## src/rtl/ram_sp_arb.sv

```systemverilog
// ---------------------------------------------------------------------------
// ram_sp_arb
//
// Shares one single-port synchronous RAM (1-cycle read latency) between two
// requesters. Grants are fair round-robin with no idle cycles. One command
// is issued per cycle through a registered command stage. Read data is
// steered back to the originating requester by a small tag pipeline that
// carries {read valid, requester id} alongside the RAM access.
//
// Optional build macro: RAM_ARB_QREG_EN
//   undefined : read data returns at accept+2 and rX_q is a combinational
//               passthrough of ram_q (meaningful only while rX_qv=1)
//   defined   : an extra output register on rX_q/rX_qv, so read data returns
//               at accept+3 and each rX_q holds its last returned value
//
// Ports
//   clk, rst                 clock, asynchronous active-high reset
//   rX_v, rX_w, rX_a, rX_d   requester X command: valid, write, addr, wdata
//   rX_rdy                   requester X command accepted this cycle
//   rX_qv, rX_q              requester X read-data valid strobe and data
//   ram_a, ram_d, ram_w      registered RAM command
//   ram_q                    RAM read data (1 cycle after ram_a)
// ---------------------------------------------------------------------------
module ram_sp_arb #(
    parameter int AW = 16,
    parameter int DW = 16
) (
    input  logic          clk,
    input  logic          rst,

    input  logic          r0_v,
    input  logic          r0_w,
    input  logic [AW-1:0] r0_a,
    input  logic [DW-1:0] r0_d,
    output logic          r0_rdy,
    output logic          r0_qv,
    output logic [DW-1:0] r0_q,

    input  logic          r1_v,
    input  logic          r1_w,
    input  logic [AW-1:0] r1_a,
    input  logic [DW-1:0] r1_d,
    output logic          r1_rdy,
    output logic          r1_qv,
    output logic [DW-1:0] r1_q,

    output logic [AW-1:0] ram_a,
    output logic [DW-1:0] ram_d,
    output logic          ram_w,
    input  logic [DW-1:0] ram_q
);

    // Round-robin pointer: index of the requester granted most recently.
    logic          last_q, last_d;

    logic [AW-1:0] ram_a_q, ram_a_d;
    logic [DW-1:0] ram_d_q, ram_d_d;
    logic          ram_w_q, ram_w_d;

    // Tag pipeline: _p1 is aligned with the RAM command, _p2 with ram_q.
    logic          rd_vld_p1_q, rd_vld_p1_d;
    logic          rd_id_p1_q,  rd_id_p1_d;
    logic          rd_vld_p2_q, rd_vld_p2_d;
    logic          rd_id_p2_q,  rd_id_p2_d;

    logic          gnt0;
    logic          gnt1;

    // Grant: a lone requester always wins; on contention the requester that
    // was not granted last wins.
    always_comb begin
        gnt0 = r0_v & (~r1_v | last_q);
        gnt1 = r1_v & (~r0_v | ~last_q);
    end

    assign r0_rdy = gnt0;
    assign r1_rdy = gnt1;

    always_comb begin
        last_d      = last_q;
        ram_a_d     = ram_a_q;
        ram_d_d     = ram_d_q;
        ram_w_d     = 1'b0;
        rd_vld_p1_d = 1'b0;
        rd_id_p1_d  = 1'b0;

        if (gnt0) begin
            last_d      = 1'b0;
            ram_a_d     = r0_a;
            ram_d_d     = r0_d;
            ram_w_d     = r0_w;
            rd_vld_p1_d = ~r0_w;
            rd_id_p1_d  = 1'b0;
        end else if (gnt1) begin
            last_d      = 1'b1;
            ram_a_d     = r1_a;
            ram_d_d     = r1_d;
            ram_w_d     = r1_w;
            rd_vld_p1_d = ~r1_w;
            rd_id_p1_d  = 1'b1;
        end

        rd_vld_p2_d = rd_vld_p1_q;
        rd_id_p2_d  = rd_id_p1_q;
    end

    // ---- stage p1: registered RAM command + tag --------------------------
    // ---- stage p2: tag aligned with ram_q --------------------------------
    always_ff @(posedge clk or posedge rst) begin
        if (rst) begin
            last_q      <= 1'b1;
            ram_a_q     <= '0;
            ram_d_q     <= '0;
            ram_w_q     <= 1'b0;
            rd_vld_p1_q <= 1'b0;
            rd_id_p1_q  <= 1'b0;
            rd_vld_p2_q <= 1'b0;
            rd_id_p2_q  <= 1'b0;
        end else begin
            last_q      <= last_d;
            ram_a_q     <= ram_a_d;
            ram_d_q     <= ram_d_d;
            ram_w_q     <= ram_w_d;
            rd_vld_p1_q <= rd_vld_p1_d;
            rd_id_p1_q  <= rd_id_p1_d;
            rd_vld_p2_q <= rd_vld_p2_d;
            rd_id_p2_q  <= rd_id_p2_d;
        end
    end

    assign ram_a = ram_a_q;
    assign ram_d = ram_d_q;
    assign ram_w = ram_w_q;

`ifdef RAM_ARB_QREG_EN
    logic          r0_qv_p3_q, r0_qv_p3_d;
    logic          r1_qv_p3_q, r1_qv_p3_d;
    logic [DW-1:0] r0_q_p3_q,  r0_q_p3_d;
    logic [DW-1:0] r1_q_p3_q,  r1_q_p3_d;

    // Each requester's data register only loads on its own return, so it
    // holds the last value it received.
    always_comb begin
        r0_qv_p3_d = rd_vld_p2_q & ~rd_id_p2_q;
        r1_qv_p3_d = rd_vld_p2_q &  rd_id_p2_q;
        r0_q_p3_d  = r0_qv_p3_d ? ram_q : r0_q_p3_q;
        r1_q_p3_d  = r1_qv_p3_d ? ram_q : r1_q_p3_q;
    end

    // ---- stage p3: registered read return --------------------------------
    always_ff @(posedge clk or posedge rst) begin
        if (rst) begin
            r0_qv_p3_q <= 1'b0;
            r1_qv_p3_q <= 1'b0;
            r0_q_p3_q  <= '0;
            r1_q_p3_q  <= '0;
        end else begin
            r0_qv_p3_q <= r0_qv_p3_d;
            r1_qv_p3_q <= r1_qv_p3_d;
            r0_q_p3_q  <= r0_q_p3_d;
            r1_q_p3_q  <= r1_q_p3_d;
        end
    end

    assign r0_qv = r0_qv_p3_q;
    assign r1_qv = r1_qv_p3_q;
    assign r0_q  = r0_q_p3_q;
    assign r1_q  = r1_q_p3_q;
`else
    // Read data is broadcast; only the strobe is steered by the tag.
    assign r0_qv = rd_vld_p2_q & ~rd_id_p2_q;
    assign r1_qv = rd_vld_p2_q &  rd_id_p2_q;
    assign r0_q  = ram_q;
    assign r1_q  = ram_q;
`endif

endmodule

```

## config.mk

```make
export PLATFORM = sky130hd
export DESIGN_NAME = ram_sp_arb
export DESIGN_NICKNAME = d
export VERILOG_FILES = /design/src/rtl/ram_sp_arb.sv
export SDC_FILE = /design/constraint.sdc
export NUM_CORES = 1
export LEC_CHECK = 0
export ABC_AREA = 1
export CELL_PAD_IN_SITES_DETAIL_PLACEMENT = 0
export CELL_PAD_IN_SITES_GLOBAL_PLACEMENT = 1
export CORE_MARGIN = 8
export CORE_UTILIZATION = 45
export DETAILED_ROUTE_END_ITERATION = 10
export DONT_BUFFER_PORTS = 1
export PLACE_DENSITY_LB_ADDON = 0.1
export SLEW_MARGIN = 20
export SYNTH_ARGS = -nofsm -noshare
export SYNTH_HDL_FRONTEND = slang
export SYNTH_SLANG_ARGS = --single-unit
```

## constraint.sdc

```tcl
create_clock -name clk -period 2.6 [get_ports clk]
set_input_delay 0.39 -clock clk [delete_from_list [all_inputs] [get_ports clk]]
set_output_delay 0.39 -clock clk [all_outputs]
set_load 0.03 [all_outputs]
```

==> results_tabular.tex <==
\begin{tabular}{lr}
\hline
Metric & Value \\
\hline
\multicolumn{2}{l}{\textbf{Run status}} \\
Result of the run & finished with violations \\
Violations in the final reports & negative hold slack \\
\multicolumn{2}{l}{\textbf{Worst setup path}} \\
Path type of the worst setup path & reg -> out \\
Data arrival time of the critical path & 1.75 ns \\
Element type at the critical path start & flop \\
Critical Path, Cell by Cell & nand2\_4 -> nand2\_4 -> inv\_1 \\
Destination of the worst register-to-register timing path & rd\_vld\_p1\_q \\
Most repeated library cell on the critical path & nand2\_4 \\
CP Buf/Inv Count & 1 \\
Data required time at the worst endpoint & 2.21 ns \\
Family of cells with the greatest summed delay on the critical path & simple AND/OR/NAND/NOR gates \\
Maximum fanout along the worst path & 35 \\
Depth of the worst register-to-register path & 5 \\
Cell with the largest stage delay on the worst path & dfstp\_2 \\
Critical Path Max Stage Delay & 0.56 ns \\
Origin of the critical flop-to-flop path & last\_q \\
Sort of element at the end of the critical path & output port \\
Reg2Reg Setup Slack & 0.82 ns \\
\multicolumn{2}{l}{\textbf{Logic synthesis}} \\
Cell accounting for the most synthesized area & dfrtp\_1 \\
Warnings, synthesis & 0 \\
Post-Syn Instances & 338 \\
Net count after synthesis & 424 \\
Area share of the largest cell type after synthesis & 38.64\% \\
Per-instance average area after synthesis & a little over 7 um\^{}2 \\
Share of synthesized area occupied by flip-flops and latches & 39.74\% \\
Number of synthesized register bits & 38 \\
Number of library cell types mapped by synthesis & 14 \\
Synth Cell Area & about 2400 um\^{}2 \\
Main area contributors after synthesis & dfrtp\_1 (39\%), nand3\_1 (20\%), nand2\_1 (16\%) \\
\multicolumn{2}{l}{\textbf{Min path}} \\
Type of the tightest min-delay check & in -> async \\
\multicolumn{2}{l}{\textbf{Drt}} \\
Avg WL per Cell & $\sim$17 um \\
Router iterations before antenna repair & 5 \\
Met2 WL & 2807 um \\
Drt first-iter violations & 70 \\
Number of nets with antenna violations after routing & 0 \\
Highest routed layer & met4 \\
Detailed-route wire length on metal 1 & 2764 um \\
Routed met3 length & 587 um \\
Via-per-instance ratio & around 5.2 \\
Remaining DRCs & 0 \\
Total routed wirelength & a little over 6000 um \\
Via count of the routed design & between 1,500 and 2,000 \\
\multicolumn{2}{l}{\textbf{Placed design}} \\
Routability congestion estimate from global placement & 0.6998 \\
Port buffer count & 0 \\
Half-perimeter wire length after placement & 4357 um \\
Cell area after placement & between 2000 and 2500 um\^{}2 \\
\multicolumn{2}{l}{\textbf{Cells and area}} \\
Util after Layout & 43.65\% \\
Antenna cells & 0 \\
Area of all placed cells without fillers & 2243 um\^{}2 \\
Area delta synth->final & -6.371\% \\
FILL cells & 590 \\
Fin nets & 379 \\
Ratio of cells with drive above 1 in the final layout & 6.463\% \\
\multicolumn{2}{l}{\textbf{Clock network}} \\
Post-CTS repair timing setup buffer count & 0 \\
TritonCTS clock tree & yes \\
Number of clock buffers inserted by TritonCTS & 5 \\
Number of buffers on the longest clock path & 2 \\
Later-pin clock latency in the skew report & 0.29 ns \\
CTS Hold Bufs & 0 \\
Total clock sinks & 38 \\
Post-cts repair resize count & 0 \\
Clock-pin slew of the registers on the worst-case setup and hold paths & 0.08 ns \\
CTS H-tree lvls & 2 \\
Root buffer cell & clkbuf\_8 \\
\multicolumn{2}{l}{\textbf{Power}} \\
Worst VDD drop & 0.3426 mV \\
Leakage power figure & 0.001254 uW \\
Pwr dens & 759.7 nW/um\^{}2 \\
\multicolumn{2}{l}{\textbf{GRT}} \\
Overall Global Routing Usage & 16.23\% \\
Initial antenna violation count & 0 \\
Largest net degree at the start of global routing & 37 \\
Via count of the first global-routing pass & 1,910 \\
Remaining Overflow, GRT & 0 \\
Wire length of the first global-routing pass & 9860 um \\
\multicolumn{2}{l}{\textbf{Die}} \\
Die outline area & 7916 um\^{}2 \\
Core outline area & 5140 um\^{}2 \\
Site Rows & 26 \\
Top-level port count & 155 \\
Initial core utilization & roughly 47\% \\
Die W & 88.97 um \\
Y dimension of the die & approximately 90 um \\
\multicolumn{2}{l}{\textbf{STA}} \\
FMAX & 467.6 MHz \\
Worst-margin pin slew & 0.6309 ns \\
Normalized max-slew margin & 57.79\% \\
Shortest period the worst path allows & 2.139 ns \\
Worst hold slack & -0.005723 ns \\
RSZ-0062 raised after global routing & false \\
Final cycle utilization of the critical path & slightly above 80\% \\
Final setup violating endpoints & 0 \\
Final Slew Violations & 0 \\
Setup TNS & 0 ns \\
Setup clock skew after layout & 0.003288 ns \\
Final-report hold violation count & 10 \\
\multicolumn{2}{l}{\textbf{Flow run}} \\
Number of max-capacitance violations reported & 0 \\
\hline
\end{tabular}
## layout make-up
class                           count  area (um^2)  area share, %
Clock buffer                        5        68.82          3.067
Clock inverter                      3        45.04          2.008
Inverter                           40        151.4          6.748
Multi-Input combinational cell    205        915.9          40.83
Sequential cell                    38        952.2          42.44
Tap cell                           70        87.58          3.904
Timing Repair Buffer                3        22.52          1.004
## worst max-delay path by stage
stage           start     end  cells past startpoint
4_1_cts        last_q  r1_rdy                      3
3_3_place_gp   last_q  r1_rdy                      3
3_5_place_dp   last_q  r1_rdy                      3
6_report       last_q  r1_rdy                      3
2_1_floorplan    r0_v  r1_rdy                      4
5_1_grt        last_q  r1_rdy                      3
## cell families (layout without fill, tap and decap cells)
family | count (synthesis) | after routing | share of synthesized area, %
DFF | 38 | 38 | 39.74
buffers and inverters | 95 | 51 | 22.04
AOI/OAI and AO/OA | 3 | 3 | 0.6264
and+or+nand+nor | 202 | 202 | 37.60
## synth_stat cells (all sizes together)
library cell  instances
dfrtp                37
nand2               105
o21ai                 3
inv                  40
clkbuf                2
buf                  53
nand3                96
dfstp                 1
nor2                  1
## worst reg2reg max path: stages (launching register included)
cell and delay [ns]:
dfstp_2 0.56, nand2_4 0.23, nand2_4 0.39, inv_1 0.27, nand2_1 0.10, o21ai_0 0.08
## sequential cells by signal, summed over array words and instances, names as in the netlist
name         cells
ram_a           16
rd_id_p1_q       1
rd_vld_p1_q      1
ram_w            1
rd_id_p2_q       1
ram_d           16
rd_vld_p2_q      1
last_q           1
## through the flow
step	total power, uW	worst slack [ns]	cells
finish	1704	0.4613	364
global route	1815	0.3068	364
CTS	1731	0.4182	364
detailed placement	1224	0.7495	356
global placement	1220	0.7540	356
floorplan	1264	1.289	338
## report_power, final
part | switching [uW] | internal [uW] | leakage (uW)
registers | 244 | 681 | 0.000431
logic | 181 | 94.5 | 0.000772
clock network | 218 | 285 | 0.0000504
## placed cells by master, fill, tap and decap left out, types with 2 or more instances in the layout
| cell | count |
|---|---|
| o21ai_0 | 2 |
| nand3_1 | 96 |
| nand2_1 | 100 |
| inv_1 | 38 |
| clkinvlp_4 | 2 |
| nand2_2 | 3 |
| clkbuf_8 | 5 |
| buf_4 | 3 |
| dfrtp_1 | 37 |
| nand2_4 | 2 |
## per-layer routing
layer	track usage [%]	up-vias
met2	24.73	69
met3	6.342	11
met1	20.17	866
met4	6.193	0
li1	-	930
met5	0	-
(Power assumes the default switching activity.)
